$ cat config.mk
export PLATFORM = sky130hd
export DESIGN_NAME = operand_router_flat
export DESIGN_NICKNAME = d
export VERILOG_FILES = /design/src/rtl/tau_route_pkg.sv /design/src/rtl/operand_router_if.sv /design/src/rtl/route_skid_buffer.sv /design/src/rtl/operand_router.sv /design/src/flat_wrapper.sv
export SDC_FILE = /design/constraint.sdc
export NUM_CORES = 1
export LEC_CHECK = 0
export BUFFER_PORTS_ARGS = -buffer_cell sky130_fd_sc_hd__buf_2
export CORE_MARGIN = 8
export CORE_UTILIZATION = 42
export CTS_CLUSTER_DIAMETER = 200
export DETAILED_ROUTE_END_ITERATION = 6
export PLACE_DENSITY_LB_ADDON = 0.25
export RECOVER_POWER = 100
export SLEW_MARGIN = 25
export SYNTH_ARGS = -nofsm -noshare
export SYNTH_HDL_FRONTEND = slang
export SYNTH_SLANG_ARGS = --single-unit
export TNS_END_PERCENT = 5
$ cat constraint.sdc
create_clock -name clk -period 2.28 [get_ports clk]
set_clock_uncertainty 0.15 [all_clocks]
set_input_delay 0.342 -clock clk [delete_from_list [all_inputs] [get_ports clk]]
set_output_delay 0.342 -clock clk [all_outputs]
set_load 0.02 [all_outputs]
$ cat src/rtl/tau_route_pkg.sv
// Shared types and helpers for the operand router: buffer state, buffered entry
// and the destination one-hot decode.
package tau_route_pkg;

   localparam int unsigned ROUTE_WORD_SIZE = 8;
   localparam int unsigned ROUTE_DST_W     = 4;
   localparam int unsigned ROUTE_MAX_DST   = 64;

   typedef enum logic [1:0] {EMPTY, ONE, FULL} route_state_t;

   typedef struct packed {
      logic [ROUTE_WORD_SIZE-1:0] data;
      logic [ROUTE_DST_W-1:0]     dst;
   } route_entry_t;

   // Out-of-range destinations decode to no strobe at all (null sink).
   function automatic logic [ROUTE_MAX_DST-1:0] onehot_dst(input int unsigned dst,
                                                          input int unsigned n);
      logic [ROUTE_MAX_DST-1:0] one;
      one = {{(ROUTE_MAX_DST-1){1'b0}}, 1'b1};
      if (dst < n && dst < ROUTE_MAX_DST) return one << dst;
      return '0;
   endfunction

endpackage

$ cat src/rtl/operand_router_if.sv
// Request/response bundle between register-file read ports, the router and the
// ALU operand/writeback consumer.
interface operand_router_if #(
   parameter int unsigned WORD_SIZE = 8,
   parameter int unsigned NUM_SRC   = 8,
   parameter int unsigned NUM_DST   = 8,
   parameter int unsigned SEL_W     = $clog2(NUM_SRC + 2),
   parameter int unsigned DST_W     = $clog2(NUM_DST + 1)
) ();

   logic [NUM_SRC*WORD_SIZE-1:0] src_data;
   logic [WORD_SIZE-1:0]         imm;
   logic [SEL_W-1:0]             src_sel;
   logic [DST_W-1:0]             dst_sel;
   logic                         in_valid;
   logic                         in_ready;
   logic [WORD_SIZE-1:0]         out_data;
   logic [DST_W-1:0]             out_dst;
   logic                         out_valid;
   logic                         out_ready;
   logic [NUM_DST-1:0]           out_we;
   logic                         err_sel;

   modport master (
      output src_data, imm, src_sel, dst_sel, in_valid, out_ready,
      input  in_ready, out_data, out_dst, out_valid, out_we, err_sel
   );

   modport slave (
      input  src_data, imm, src_sel, dst_sel, in_valid, out_ready,
      output in_ready, out_data, out_dst, out_valid, out_we, err_sel
   );

endinterface

$ cat src/rtl/route_skid_buffer.sv
// Two-entry valid/ready buffer. in_ready depends only on registered state so the
// upstream never sees a combinational path from out_ready.
module route_skid_buffer
   import tau_route_pkg::*;
#(
   parameter type entry_t = route_entry_t
) (
   input  logic   clk,
   input  logic   rst,
   input  logic   in_valid,
   output logic   in_ready,
   input  entry_t in_entry,
   output logic   out_valid,
   input  logic   out_ready,
   output entry_t out_entry
);

   route_state_t state_q, state_d;
   entry_t       head_q, tail_q;
   logic         push, pop;

   assign push = in_valid & in_ready;
   assign pop  = out_valid & out_ready;

   always_ff @(posedge clk or posedge rst) begin
      if (rst) state_q <= EMPTY;
      else     state_q <= state_d;
   end

   always_comb begin
      state_d = state_q;
      unique case (state_q)
         EMPTY:   if (push) state_d = ONE;
         ONE: begin
            if (push && !pop)      state_d = FULL;
            else if (!push && pop) state_d = EMPTY;
         end
         FULL:    if (pop) state_d = ONE;
         default: state_d = EMPTY;
      endcase
   end

   always_comb begin
      in_ready  = (state_q != FULL);
      out_valid = (state_q != EMPTY);
      out_entry = head_q;
   end

   // Head always holds the oldest entry; tail is only used while FULL.
   always_ff @(posedge clk or posedge rst) begin
      if (rst) begin
         head_q <= '0;
         tail_q <= '0;
      end else begin
         unique case (state_q)
            EMPTY: if (push) head_q <= in_entry;
            ONE: begin
               if (push && pop) head_q <= in_entry;
               else if (push)   tail_q <= in_entry;
            end
            FULL:  if (pop) head_q <= tail_q;
            default: ;
         endcase
      end
   end

endmodule

$ cat src/rtl/operand_router.sv
// Selects a source word or the immediate, tags it with a destination and hands it
// through a skid buffer; decodes per-destination write strobes at the head.
module operand_router
   import tau_route_pkg::*;
#(
   parameter int unsigned WORD_SIZE = 8,
   parameter int unsigned NUM_SRC   = 8,
   parameter int unsigned NUM_DST   = 8,
   parameter int unsigned SEL_W     = $clog2(NUM_SRC + 2),
   parameter int unsigned DST_W     = $clog2(NUM_DST + 1)
) (
   input logic              clk,
   input logic              rst,
   operand_router_if.slave  bus
);

   typedef struct packed {
      logic [WORD_SIZE-1:0] data;
      logic [DST_W-1:0]     dst;
   } entry_t;

   entry_t               in_entry, out_entry;
   logic [WORD_SIZE-1:0] sel_word;
   logic                 src_bad, dst_bad, accept;
   logic                 err_q;

   // Codes above NUM_SRC select nothing and leave the word at zero.
   always_comb begin
      sel_word = '0;
      for (int k = 0; k < NUM_SRC; k++) begin
         if (bus.src_sel == SEL_W'(k)) sel_word = bus.src_data[k*WORD_SIZE +: WORD_SIZE];
      end
      if (bus.src_sel == SEL_W'(NUM_SRC)) sel_word = bus.imm;
   end

   assign src_bad       = (bus.src_sel > SEL_W'(NUM_SRC));
   assign dst_bad       = (bus.dst_sel >= DST_W'(NUM_DST));
   assign accept        = bus.in_valid & bus.in_ready;
   assign in_entry.data = sel_word;
   assign in_entry.dst  = bus.dst_sel;

   route_skid_buffer #(
      .entry_t (entry_t)
   ) u_skid (
      .clk       (clk),
      .rst       (rst),
      .in_valid  (bus.in_valid),
      .in_ready  (bus.in_ready),
      .in_entry  (in_entry),
      .out_valid (bus.out_valid),
      .out_ready (bus.out_ready),
      .out_entry (out_entry)
   );

   always_ff @(posedge clk or posedge rst) begin
      if (rst)                             err_q <= 1'b0;
      else if (accept && (src_bad || dst_bad)) err_q <= 1'b1;
   end

   assign bus.err_sel  = err_q;
   assign bus.out_data = out_entry.data;
   assign bus.out_dst  = out_entry.dst;
   assign bus.out_we   = NUM_DST'(onehot_dst(int'(out_entry.dst), NUM_DST))
                         & {NUM_DST{bus.out_valid & bus.out_ready}};

endmodule

$ cat src/flat_wrapper.sv
// flat-port wrapper written by rule: the top's interface ports become plain ports
module operand_router_flat import tau_route_pkg::*;
#(
   parameter int unsigned WORD_SIZE = 8,
   parameter int unsigned NUM_SRC   = 8,
   parameter int unsigned NUM_DST   = 8,
   parameter int unsigned SEL_W     = $clog2(NUM_SRC + 2),
   parameter int unsigned DST_W     = $clog2(NUM_DST + 1)
)
  (clk, rst, bus_src_data, bus_imm, bus_src_sel, bus_dst_sel, bus_in_valid, bus_out_ready, bus_in_ready, bus_out_data, bus_out_dst, bus_out_valid, bus_out_we, bus_err_sel);
  operand_router_if #(.WORD_SIZE(WORD_SIZE), .NUM_SRC(NUM_SRC), .NUM_DST(NUM_DST), .SEL_W(SEL_W), .DST_W(DST_W)) bus_i ();
  input logic clk;
  input logic rst;
  input wire logic [$bits(bus_i.src_data)-1:0] bus_src_data;
  input wire logic [$bits(bus_i.imm)-1:0] bus_imm;
  input wire logic [$bits(bus_i.src_sel)-1:0] bus_src_sel;
  input wire logic [$bits(bus_i.dst_sel)-1:0] bus_dst_sel;
  input wire logic [$bits(bus_i.in_valid)-1:0] bus_in_valid;
  input wire logic [$bits(bus_i.out_ready)-1:0] bus_out_ready;
  output wire logic [$bits(bus_i.in_ready)-1:0] bus_in_ready;
  output wire logic [$bits(bus_i.out_data)-1:0] bus_out_data;
  output wire logic [$bits(bus_i.out_dst)-1:0] bus_out_dst;
  output wire logic [$bits(bus_i.out_valid)-1:0] bus_out_valid;
  output wire logic [$bits(bus_i.out_we)-1:0] bus_out_we;
  output wire logic [$bits(bus_i.err_sel)-1:0] bus_err_sel;
  assign bus_i.src_data = bus_src_data;
  assign bus_i.imm = bus_imm;
  assign bus_i.src_sel = bus_src_sel;
  assign bus_i.dst_sel = bus_dst_sel;
  assign bus_i.in_valid = bus_in_valid;
  assign bus_i.out_ready = bus_out_ready;
  assign bus_in_ready = bus_i.in_ready;
  assign bus_out_data = bus_i.out_data;
  assign bus_out_dst = bus_i.out_dst;
  assign bus_out_valid = bus_i.out_valid;
  assign bus_out_we = bus_i.out_we;
  assign bus_err_sel = bus_i.err_sel;
  operand_router #(.WORD_SIZE(WORD_SIZE), .NUM_SRC(NUM_SRC), .NUM_DST(NUM_DST), .SEL_W(SEL_W), .DST_W(DST_W)) u_core (.clk(clk), .rst(rst), .bus(bus_i));
endmodule
; ---- Word-level counts from Yosys, hierarchy flattened
; Cells that the tools add are included.
[word_totals]
reg_bits = 27
in_bits = 84
output_inout_bits = 23
[classes]
n_lt_le_gt_ge = 3
eq_ne = 15
shift = 1
muxes = 21
n_bitwise = 4
n_reduce_logical = 14
[ops]
columns = cell, count
row1 = 8-bit 2-to-1 mux, 11
row2 = 12-bit 2-to-1 mux, 3
row3 = 12-bit one-hot mux with 3 select lines, 1
row4 = "4-bit by 3-bit equality test with 1-bit output, second input constant", 4
row5 = 8-bit bitwise AND, 1
row6 = "4-bit by 2-bit equality test with 1-bit output, second input constant", 2
row7 = 2-bit 2-to-1 mux, 4
row8 = "1-bit by 4-bit left shift with 8-bit output, first input constant", 1
row9 = "2-bit inequality test, second input constant", 3
row10 = 2-bit one-hot mux with 3 select lines, 1
row11 = 3-bit AND reduction, 2
row12 = "4-bit by 1-bit equality test with 1-bit output, second input constant", 1
row13 = "4-bit equality test, second input constant", 1
row14 = "4-bit greater-or-equal comparator, second input constant", 1
row15 = "4-bit > comparator, second input constant", 1
row16 = 1-bit logical AND, 4
row17 = 4-bit zero test, 1
row18 = "4-bit < comparator, second input constant", 1
row19 = 4-bit AND reduction, 1
row20 = "3-bit inequality test, second input constant", 1
row21 = 3-bit nonzero test, 1
row22 = 1-bit bitwise AND, 2
row23 = "2-bit by 1-bit equality test with 1-bit output, second input constant", 1
row24 = "2-bit equality test, second input constant", 1
row25 = other kinds (7), 8

; ---- Longest topological paths before layout
; Gate-level depths: netlist of run 1.
[depth]
word_depth = 12
depth_mapped = 11

; ---- By module
; Synthesis of run 1 repeated with hierarchy kept, for this count alone.
[hier_totals]
hier_cells = 215
area_unflattened_um2 = 1976.9
[by_module_without_submodules]
columns = mod, n_inst, cells_each, area_per_inst_um2, seq_area_each_um2
row1 = route_skid_buffer, 1, 83, 1131.1, 650.6
row2 = operand_router, 1, 132, 845.8, 25.0

; ---- Worst setup path after synthesis of run 1
; OpenSTA, ideal clock, no wires.
[synth_timing]
path_type = flip-flop to flip-flop
start = register u_core.u_skid.state_q[1]
end = register u_core.u_skid.tail_q[8] (netlist name)
setup_time_ps = 127
t_arrival_ps = 2097
required_time_ps = 2003
setup_slack_ps = -94
path_stages_with_launch = 11
synth_period_minus_slack_ps = 2374
cell_sequence = dfrtp_1 clkbuf_1 or2_1 nand2_1 inv_1 ha_1 nor4bb_1 buf_2 nand2_1 a221oi_1 nor2_1
[synth_via]
elab_chain_cells = 5
word_cells_on_any_way = 8
[synth_lines]
columns = item, line_no
row1 = from (decl), route_skid_buffer.sv:18  ; route_state_t state_q, state_d;
row2 = from (signal assigned), route_skid_buffer.sv:27  ; else state_q <= state_d;
row3 = 2-bit nonzero test, route_skid_buffer.sv:45  ; out_valid = (state_q != EMPTY);
row4 = net bus_out_valid, flat_wrapper.sv:23  ; output wire logic [$bits(bus_i.out_valid)-1:0] bus_out_valid;
row5 = 1-bit bitwise AND, route_skid_buffer.sv:23  ; assign pop = out_valid & out_ready;
row6 = 1-bit logical AND, route_skid_buffer.sv:58  ; if (push && pop) head_q <= in_entry;
row7 = 1-bit NOT (no source line), -
row8 = 3-bit AND reduction (no source line), -
row9 = to (signal assigned), route_skid_buffer.sv:59  ; else if (push) tail_q <= in_entry;
row10 = to (decl), route_skid_buffer.sv:19  ; entry_t head_q, tail_q;
; The timed path passes the listed nets, and every way through them passes these cells.
; A chain may end at the register's enable or synchronous reset.

; ---- Worst setup path after layout of run 1
[layout_timing]
start = register u_core.u_skid.state_q[1]
end = output bus_out_we[1]
[layout_via]
elab_chain_cells = 3
[layout_lines]
columns = item, line_no
row1 = 2-bit nonzero test, route_skid_buffer.sv:45
row2 = 1-bit bitwise AND, operand_router.sv:64  ; & {NUM_DST{bus.out_valid & bus.out_ready}};
row3 = 8-bit bitwise AND, operand_router.sv:64
row4 = to (decl), flat_wrapper.sv:24  ; output wire logic [$bits(bus_i.out_we)-1:0] bus_out_we;
; Every way passes these cells.

==> reports/results.md, run 1 <==
* 14.9 um — Wirelength per Cell
* register — critical path startpoint category
* 2.16 ns — post-route minimum period
* 346 — nets in the synthesized netlist
* 0.557 — Relative slew margins
* 0.198 — met1 Track Usage GR
* 0.834 — final RePlAce weighted congestion
* sky130_fd_sc_hd__buf_2 — commonest non-fill, non-tap cell in the layout
* 1.79 ns — required time reported for the critical path endpoint
* 0.665 ns — measured slew at the worst slew-check pin
* 3 — number of buffers created by CTS
* done — clock tree from TritonCTS
* met2 — Top Usage Layer GRT
* 1.00 — Post-synth ARST share
* 0.0665 ns — pre-CTS setup slack
* 0 — number of antenna diodes
* 379 uV — worst vdd rail ir drop
* 0.312 — portion of synthesized cell area occupied by the leading cell type
* 1 — count of buffering cells on the critical path with inverters included
* 1370 sq um — area occupied by multi-input gates
* 87.8 um — die height
* 0 — Final Setup Violations
* 0 — remaining routing DRC violations
* 2160 sq um — Netlist Area Pre-Place
* 27 — clock sink count
* 0 — synthesis warning total
* 462 MHz — achievable clock frequency
* 7710 sq um — Die Footprint
* 2910 sq um — Post-Layout Inst Area
* 0.0394 — GR Layer Usage met3
* 260 — number of instances in the synthesized netlist
* 0.280 — met2 track demand over resource
* 10400 um — first-pass GRT wire length
* sky130_fd_sc_hd__dfrtp_1, sky130_fd_sc_hd__a21oi_1, sky130_fd_sc_hd__mux2i_1 — largest cells by area after synthesis
* 0 — max_cap viols
* 1 — number of H-tree branching levels
* or2_1, nand2_1, or3_1, nor3b_1, buf_2 — critical path cell sequence
* 107 — IO Pins
* register to primary output — type of the setup path with the least slack
* 0.301 — area fraction in compound gates after synthesis
* 833 nW/um^2 — Power per Cell Area
* simple AND/OR/NAND/NOR gates — CP top delay family
* 26 — number of placement rows
* 0 — number of flops mapped to enable cells by yosys
* 2350 — via count of the first global-routing pass
* 0.429 — starting utilization of the core area
* sky130_fd_sc_hd__buf_2, sky130_fd_sc_hd__dfrtp_1, sky130_fd_sc_hd__nor2_1, sky130_fd_sc_hd__a21oi_1, sky130_fd_sc_hd__nand2_1 — highest-count cells in the layout ignoring fill and taps
* 0 — total grt overflow
* 27 — Synth Register Bits
* 0.312 — register area share after synthesis
* 49 — number of different library cells in the post-synthesis netlist
* 4 — highest net fanout along the worst path
* 0.0116 — post-synthesis adder-cell area fraction
* 0 — number of antenna violations at the first check in global routing
* sky130_fd_sc_hd__dfrtp_1 — commonest register cell after synthesis
* 676 sq um — Storage cell area
* 0.40 ns — biggest cell delay along the critical path
* 0 — final count of hold timing violations
* 46 — largest net degree at the start of global routing
* 87.8 um — overall die width
* 0.148 ns — Worst Hold Margin
* 0 — final max-slew violation count
* 5280 um — Detailed Place HPWL
* 2850 sq um — placed instance area
* 0.13 ns — worst reg2reg setup slack
* 0 — Detail Route Antenna Nets
* sky130_fd_sc_hd__or3_1 — slowest library cell on the worst path
* 0 — share of the synthesized netlist area taken by xor and xnor gates
* completed — result of the run
* 8.33 sq um — Avg Inst Size Synth
* 106 — count of port buffers added during placement
* 4 — number of optimization iterations in the first detailed-route pass
* 0.380 — share of final-layout standard cells stronger than drive strength 1
* 5040 sq um — area of the placeable core
* yes — RSZ-0062 raised after global routing
* sky130_fd_sc_hd__clkbuf_8 — clock root buffer
* 0.27 ns — Clock Latency Late Sink
* 0.09 ns — clock-pin transition on the worst setup and hold timing paths
* 6550 um — total detailed-routing wirelength
* 0.116 ns — PnR worst setup slack
* 0.165 — all-layer global routing usage
* 475 — fillcell total
* sky130_fd_sc_hd__dfrtp_1 — cell type with the largest total area after synthesis
* 2347 — via count
* 2 — maximum number of buffers from clock root to sink
* 0.0832 — share of synthesized area spent on multiplexers
* 89 — number of DRC violations after detailed-routing iteration 0
* 1.67 ns — CP Data Arrival Time
* 5.32 — Via-to-Cell Ratio
* input pin to register — class of the worst hold path
* 0.00133 uW — P_leak
* 458 — Net count, final
* compound AO/OA/AOI/OAI gates — combinational family with the most area after synthesis
* 0.223 — simple-gate portion of the synthesized area
* 34.6% — layout overhead on the synthesized area
* primary output — kind of end point of the critical path
* 0.949 — final critical-path share of the clock period
-- registers in the layout, indices dropped and copies added (netlist names) --
name / cells
u_core.u_skid.state_q: 2
u_core.u_skid.tail_q: 12
u_core.u_skid.out_entry: 12
u_core.bus.err_sel: 1
-- final timing paths --
check,endpoint,start,cells past startpoint
setup reg to reg,u_core.u_skid.tail_q[8],u_core.u_skid.state_q[1],9
hold reg to reg,u_core.bus.err_sel,u_core.bus.err_sel,1
hold / removal,u_core.u_skid.state_q[1],bus_out_ready,2
setup / recovery,bus_out_we[1],u_core.u_skid.state_q[1],5
max in group asynchronous,u_core.u_skid.out_entry[6],rst,4
min in group asynchronous,u_core.u_skid.out_entry[1],rst,4
-- report_power, final --
part	total [uW]	internal (uW)	switching (uW)	leakage [uW]
clock	277	124	152	0.0000217
sequential	868	715	154	0.000311
combinational	1280	560	721	0.000997
total	2430	1400	1030	0.00133
-- area by class of cell --
type,count,area share
clock buffers,3,0.0142
clock inverters,1,0.00258
inverters,9,0.0116
multi-input cells,202,0.469
flip-flops and latches,27,0.232
well taps,70,0.0301
repair buffers,129,0.241
-- per-stage QoR --
step	util	setup TNS (ns)	power, uW	cells
after CTS	0.577	0	2440	439
after detailed placement	0.565	0	2150	434
final	0.578	0	2430	441
after global routing	0.578	-0.0237	2620	441
after floorplan	-	-0.842	1700	260
after global placement	0.565	0	2130	434
-- repair_timing --
action	in CTS	in global routing
endpoints found under the setup margin	0	7
hold endpoints to repair	27	0
buffers inserted	0	2
resized for setup	0	3
hold buffers	1	0
-- logic make-up after synthesis --
kind of cell	Yosys count
fa+ha+maj	2
flops	27
simple gates	90
mux	17
compound gates	93
buf+inv	31
-- synth_stat cells (7+ instances only) --
cell and number:
sky130_fd_sc_hd__buf_2 8, sky130_fd_sc_hd__mux2i_1 12, sky130_fd_sc_hd__clkbuf_1 7, sky130_fd_sc_hd__nor3_1 11, sky130_fd_sc_hd__o21ai_0 12, sky130_fd_sc_hd__a21oi_1 25
sky130_fd_sc_hd__nand2_1 24, sky130_fd_sc_hd__nor2_1 25, sky130_fd_sc_hd__dfrtp_1 27, sky130_fd_sc_hd__nand2b_1 8, sky130_fd_sc_hd__a221oi_1 9, sky130_fd_sc_hd__inv_1 9
sky130_fd_sc_hd__a31oi_1 7
-- layer usage --
| layer | part of all wire | wire length (um) |
|---|---|---|
| met5 | 0 | 0 |
| met4 | 0.012 | 78 |
| met3 | 0.098 | 641 |
| met2 | 0.45 | 2960 |
| met1 | 0.44 | 2870 |
Note: power is estimated with default switching activity, not from simulation.
==> run 2, diff against run 1 <==
CORE_UTILIZATION = 49   (was 42)
CTS_BUF_LIST = sky130_fd_sc_hd__clkbuf_8 sky130_fd_sc_hd__clkbuf_16   (was not set)
SYNTH_HIERARCHICAL = 1   (was not set)
clock period = 2.5 ns   (was 2.28 ns; I/O delays follow)
==> run 2 against run 1 <==
Effect of this change: clock power is 12% lower; cell count is 17% lower; via count fell by 14%; sequential cell count unchanged; highest routed layer unchanged.
==> reports/results.md, run 2 <==
* 106 — count of port buffers added during placement
* 0 — Detail Route Antenna Nets
* 0.152 — simple-gate portion of the synthesized area
* 6 — synthesis warning total
* 332 um — wire length on met3
* 0 — number of antenna diodes
* 0.788 — final RePlAce weighted congestion
* done — clock tree from TritonCTS
* 2.29 ns — post-route minimum period
* primary output — kind of end point of the critical path
* 5740 um — total detailed-routing wirelength
* 9.19 sq um — Avg Inst Size Synth
* 2560 sq um — Post-Layout Inst Area
* 1 — number of H-tree branching levels
* 806 nW/um^2 — Power per Cell Area
* 0.0909 — Relative slew margins
* 3940 sq um — area of the placeable core
* 5 — number of stages on the worst setup path
* 4610 um — Detailed Place HPWL
* 0.501 — starting utilization of the core area
* 0 — number of flops mapped to enable cells by yosys
* 0.914 — final critical-path share of the clock period
* 2500 um — met1 wire length
* 588 uV — worst vdd rail ir drop
* sky130_fd_sc_hd__dfrtp_1 — commonest register cell after synthesis
* 0.356 — share of final-layout standard cells stronger than drive strength 1
* register — critical path startpoint category
* 0 — cts repair resizes
* 0.164 ns — Worst Hold Margin
* sky130_fd_sc_hd__clkbuf_8 — clock root buffer
* 215 — number of instances in the synthesized netlist
* 79.5 um — die height
* 301 — nets in the synthesized netlist
* compound AO/OA/AOI/OAI gates — combinational family with the most area after synthesis
* 0.0127 — post-synthesis adder-cell area fraction
* 2850 um — met2 layer wire length in the routed design
* 4 — number of optimization iterations in the first detailed-route pass
* or2_2, nand2_1, or3_1, nor2_1, clkbuf_1 — critical path cell sequence
* register to primary output — type of the setup path with the least slack
* 79.5 um — overall die width
* 1980 sq um — Netlist Area Pre-Place
* 0 — number of antenna violations at the first check in global routing
* input pin to register — class of the worst hold path
* 2018 — via count of the first global-routing pass
* 107 — IO Pins
* 0.178 — share of synthesized area spent on multiplexers
* 0.342 — register area share after synthesis
* 27 — clock sink count
* u_core/u_skid/state_q[0] — worst reg2reg startpoint
* 437 MHz — achievable clock frequency
* 0.342 — portion of synthesized cell area occupied by the leading cell type
* 0 — final count of hold timing violations
* no — RSZ-0062 raised after global routing
* 29.7% — layout overhead on the synthesized area
* 2 — maximum number of buffers from clock root to sink
* 23 — number of placement rows
* 2540 sq um — placed instance area
* 0 — share of the synthesized netlist area taken by xor and xnor gates
* 0 — Final Setup Violations
* 404 — Net count, final
* 0.178 — all-layer global routing usage
* 15.6 um — Wirelength per Cell
* 1.36 ns — measured slew at the worst slew-check pin
* 0 — Post-CTS Setup Bufs
* sky130_fd_sc_hd__buf_2, sky130_fd_sc_hd__dfrtp_1, sky130_fd_sc_hd__nand2_1, sky130_fd_sc_hd__clkbuf_1, sky130_fd_sc_hd__nor2_1 — highest-count cells in the layout ignoring fill and taps
* sky130_fd_sc_hd__dfrtp_1, sky130_fd_sc_hd__mux2i_1, sky130_fd_sc_hd__mux2_2 — largest cells by area after synthesis
* 0 — max_cap viols
* 0.251 — area fraction in compound gates after synthesis
* u_core/u_skid/state_q[1] — Worst setup startpoint
* u_core/u_skid/out_entry[11] — r2r endpoint
* 38 — number of different library cells in the post-synthesis netlist
* 0.651 — post-layout utilization of the core
* 27 — Synth Register Bits
* 6 — reg2reg path depth
* 9150 um — first-pass GRT wire length
* sky130_fd_sc_hd__dfrtp_1 — slowest library cell on the worst path
* 5.52 — Via-to-Cell Ratio
* 0.26 ns — worst reg2reg setup slack
* 1.00 — Post-synth ARST share
* sky130_fd_sc_hd__dfrtp_1, sky130_fd_sc_hd__nand2_1, sky130_fd_sc_hd__nor2_1 — Synth top cells by count
* 0.28 ns — Clock Latency Late Sink
* 0 — total grt overflow
* bus_out_we[3] — destination of the critical timing path
* 0.09 ns — clock-pin transition on the worst setup and hold timing paths
* 2070 uW — power consumption
* completed — result of the run
* 32 — largest net degree at the start of global routing
* 0.48 ns — biggest cell delay along the critical path
* 1 — count of buffering cells on the critical path with inverters included
* met4 — uppermost metal layer occupied by signal nets
* 6320 sq um — Die Footprint
* 1.98 ns — required time reported for the critical path endpoint
* sky130_fd_sc_hd__dfrtp_1 — most common cell in the synthesized netlist
* 3 — number of buffers created by CTS
* 0.00119 uW — P_leak
* sky130_fd_sc_hd__buf_2 — commonest non-fill, non-tap cell in the layout
* 0 ns — sum of negative setup slack
* sky130_fd_sc_hd__dfrtp_1 — cell type with the largest total area after synthesis
* 2027 — via count
* 1 — number of hold buffers added after CTS
* 0 — remaining routing DRC violations
* 120 — number of DRC violations after detailed-routing iteration 0
* 1.76 ns — CP Data Arrival Time
* 8 — highest net fanout along the worst path
* simple AND/OR/NAND/NOR gates — CP top delay family
* 0 — final max-slew violation count
==> run 2: kinds of logic (layout without fill, tap and decap cells) <==
family	after synthesis	after routing
buf+inv	23	125
simple gates	64	64
flops	27	27
compound gates	68	68
fa+ha+maj	2	2
mux	31	31
==> run 2: worst min path at each step <==
stage	from	slack (ns)	to	cells past startpoint
2_1_floorplan	rst	-0.05	u_core/bus.err_sel	1
5_1_grt	bus_out_ready	0.18	u_core/u_skid/state_q[1]	2
6_report	bus_out_ready	0.16	u_core/u_skid/state_q[1]	2
3_5_place_dp	rst	0.07	u_core/bus.err_sel	2
3_3_place_gp	rst	0.07	u_core/bus.err_sel	2
4_1_cts	bus_out_ready	0.16	u_core/u_skid/state_q[1]	2
==> run 2: metal layers <==
| layer | vias up | track usage |
|---|---|---|
| li1 | 1010 | - |
| met1 | 942 | 0.217 |
| met2 | 68 | 0.300 |
| met3 | 7 | 0.0462 |
| met4 | 0 | 0.0500 |
| met5 | - | 0 |
==> run 2: metrics by stage <==
stage / cells / worst slack, ns
detailed placement: 362 / 0.230
global route: 367 / 0.0819
finish: 367 / 0.214
global placement: 362 / 0.268
CTS: 367 / 0.255
floorplan: 215 / 0.113
==> run 2: final cells by class <==
| type | count | area [sq um] |
|---|---|---|
| clock buffer | 3 | 41.3 |
| clock inverter | 1 | 3.75 |
| fill | 370 | 1380 |
| inverter | 5 | 18.8 |
| multi-input combinational | 165 | 1170 |
| sequential | 27 | 676 |
| tap | 50 | 62.6 |
| timing repair buffer | 116 | 589 |
==> run 2: report_power, final <==
part | leakage [uW] | total (uW) | internal (uW) | switching [uW]
Combinational | 0.000844 | 1020 | 473 | 549
Sequential | 0.000321 | 801 | 645 | 157
Clock | 0.0000269 | 244 | 110 | 134
Total | 0.00119 | 2070 | 1230 | 840
==> run 3, diff against run 2 <==
clock period = 2.7 ns   (was 2.5 ns; I/O delays follow)
==> run 3 against run 2 <==
Effect of this change: cell count down 0.27%; setup slack improved by 0.094 ns; clock power decreased by 8.6%; worst hold slack better by 0.028 ns; sequential share of layout area rose by 0.26 points; die area unchanged; register-to-register slack better by 0.05 ns; core utilization decreased by 0.63 points; via count down 0.15%; wire length is 0.38% higher; clock-buffer cell count did not move; sequential cell count unchanged.
==> reports/results.md, run 3 (same netlist as run 2, synthesis figures left out) <==
* completed — result of the run
* 1.41 ns — measured slew at the worst slew-check pin
* 0 — remaining routing DRC violations
* 107 — IO Pins
* 0.886 — final critical-path share of the clock period
* input pin to register — class of the worst hold path
* 79.5 um — die height
* 0.348 — share of final-layout standard cells stronger than drive strength 1
* 0.0613 — Relative slew margins
* 0.812 — final RePlAce weighted congestion
* 3 — number of buffers created by CTS
* 5.53 — Via-to-Cell Ratio
* 0 — max_cap viols
* 2113 — via count of the first global-routing pass
* input pin to register — type of the setup path with the least slack
* 23 — number of placement rows
* 4610 um — Detailed Place HPWL
* 1 — number of H-tree branching levels
* 0 — final max-slew violation count
* sky130_fd_sc_hd__buf_2, sky130_fd_sc_hd__dfrtp_1, sky130_fd_sc_hd__clkbuf_1, sky130_fd_sc_hd__nand2_1, sky130_fd_sc_hd__nor2_1 — highest-count cells in the layout ignoring fill and taps
* 2.71 ns — required time reported for the critical path endpoint
* 15.7 um — Wirelength per Cell
* clkbuf_1, buf_4, o21ai_1, o2111ai_1, o211ai_1, o32a_1, o21a_1 — critical path cell sequence
* 28.5% — layout overhead on the synthesized area
* 2024 — via count
* 0 ns — sum of negative setup slack
* 0.207 — met1 Track Usage GR
* 2.40 ns — CP Data Arrival Time
* met2 — Top Usage Layer GRT
* 0 — final count of hold timing violations
* 0 — cts repair resizes
* sky130_fd_sc_hd__clkbuf_1 — slowest library cell on the worst path
* 0.65 ns — biggest cell delay along the critical path
* 106 — count of port buffers added during placement
* 2.39 ns — post-route minimum period
* 0 — Detail Route Antenna Nets
* 6320 sq um — Die Footprint
* 79.5 um — overall die width
* 2 — maximum number of buffers from clock root to sink
* 4 — number of optimization iterations in the first detailed-route pass
* 0.399 ns — pre-CTS setup slack
* 0 — Final Setup Violations
* 0 — number of antenna diodes
* 0.308 ns — PnR worst setup slack
* 750 nW/um^2 — Power per Cell Area
* 0.27 ns — Clock Latency Late Sink
* 120 — number of DRC violations after detailed-routing iteration 0
* done — clock tree from TritonCTS
* 0.501 — starting utilization of the core area
* 9340 um — first-pass GRT wire length
* 0.0417 — GR Layer Usage met3
* 3940 sq um — area of the placeable core
* 668 uV — worst vdd rail ir drop
* 0.00117 uW — P_leak
* 418 MHz — achievable clock frequency
* 5760 um — total detailed-routing wirelength
* 0.178 — all-layer global routing usage
* 32 — largest net degree at the start of global routing
* 27 — clock sink count
* 0 — Post-CTS Setup Bufs
* 0.09 ns — clock-pin transition on the worst setup and hold timing paths
* 23 — highest net fanout along the worst path
* 1 — number of hold buffers added after CTS
* 0.324 — met2 track demand over resource
* 0 — number of antenna violations at the first check in global routing
* no — RSZ-0062 raised after global routing
* register — kind of end point of the critical path
* 0 — total grt overflow
* 403 — Net count, final
* sky130_fd_sc_hd__clkbuf_8 — clock root buffer
* sky130_fd_sc_hd__buf_2 — commonest non-fill, non-tap cell in the layout
* input pin — critical path startpoint category
==> run 3: cell types whose count changed in the layout (fill, tap and decap cells not counted) <==
cell,delta
sky130_fd_sc_hd__buf_2,-2
sky130_fd_sc_hd__clkbuf_1,+3
sky130_fd_sc_hd__buf_4,-1
sky130_fd_sc_hd__o21ai_1,-1
sky130_fd_sc_hd__buf_12,-1
sky130_fd_sc_hd__o21ai_0,+1
sky130_fd_sc_hd__clkinv_2,+1
sky130_fd_sc_hd__inv_1,-1
==> run 3: cell type report <==
| type | instances | area, sq um |
|---|---|---|
| sequential | 27 | 676 |
| fill | 374 | 1400 |
| clock buffer | 3 | 41.3 |
| multi-input combinational | 165 | 1170 |
| tap | 50 | 62.6 |
| timing repair buffer | 115 | 563 |
| clock inverter | 1 | 5.00 |
| inverter | 5 | 18.8 |
==> run 3: through the flow <==
step                      area, sq um  hold slack, ns   util  power, uW  std cells
final                            2540           0.192  0.644       1910        366
after global routing             2540           0.201  0.644       2050        366
after CTS                        2580           0.188  0.654       1960        366
after detailed placement         2520           0.106  0.639       1730        361
after global placement           2520          0.0990  0.639       1700        361
after floorplan                  1980         -0.0163      -       1410        215
==> run 3: path summary, 6_finish.rpt <==
kind | from | end | slack [ns] | cells after the start
worst max-delay path | bus_src_sel[1] | u_core/u_skid/out_entry[11] | 0.31 | 7
worst min-delay path | bus_out_ready | u_core/u_skid/state_q[1] | 0.19 | 2
worst max register to register | u_core/u_skid/state_q[0] | u_core/u_skid/tail_q[2] | 0.31 | 6
worst min register to register | u_core/u_skid/out_entry[10] | u_core/u_skid/out_entry[10] | 0.34 | 1
max in group asynchronous | rst | u_core/u_skid/tail_q[7] | 0.57 | 4
min in group asynchronous | rst | u_core/bus.err_sel | 0.36 | 3
==> run 3: routing by layer <==
layer  share of wire  wire length, um
met1            0.42             2420
met2            0.51             2930
met3           0.063              364
met4          0.0090               52
met5               0                0
==> run 3: power by group <==
group / switching [uW] / internal [uW] / leakage (uW)
clock: 120 / 103 / 0.0000255
sequential: 132 / 597 / 0.000321
combinational: 522 / 431 / 0.000824
total: 774 / 1130 / 0.00117
==> run 3: worst max-delay path: cells and delay by family <==
| kind | cells | cell delay [ns] |
|---|---|---|
| buffers and inverters | 2 | 1.02 |
| AO/OA/AOI/OAI | 5 | 0.96 |
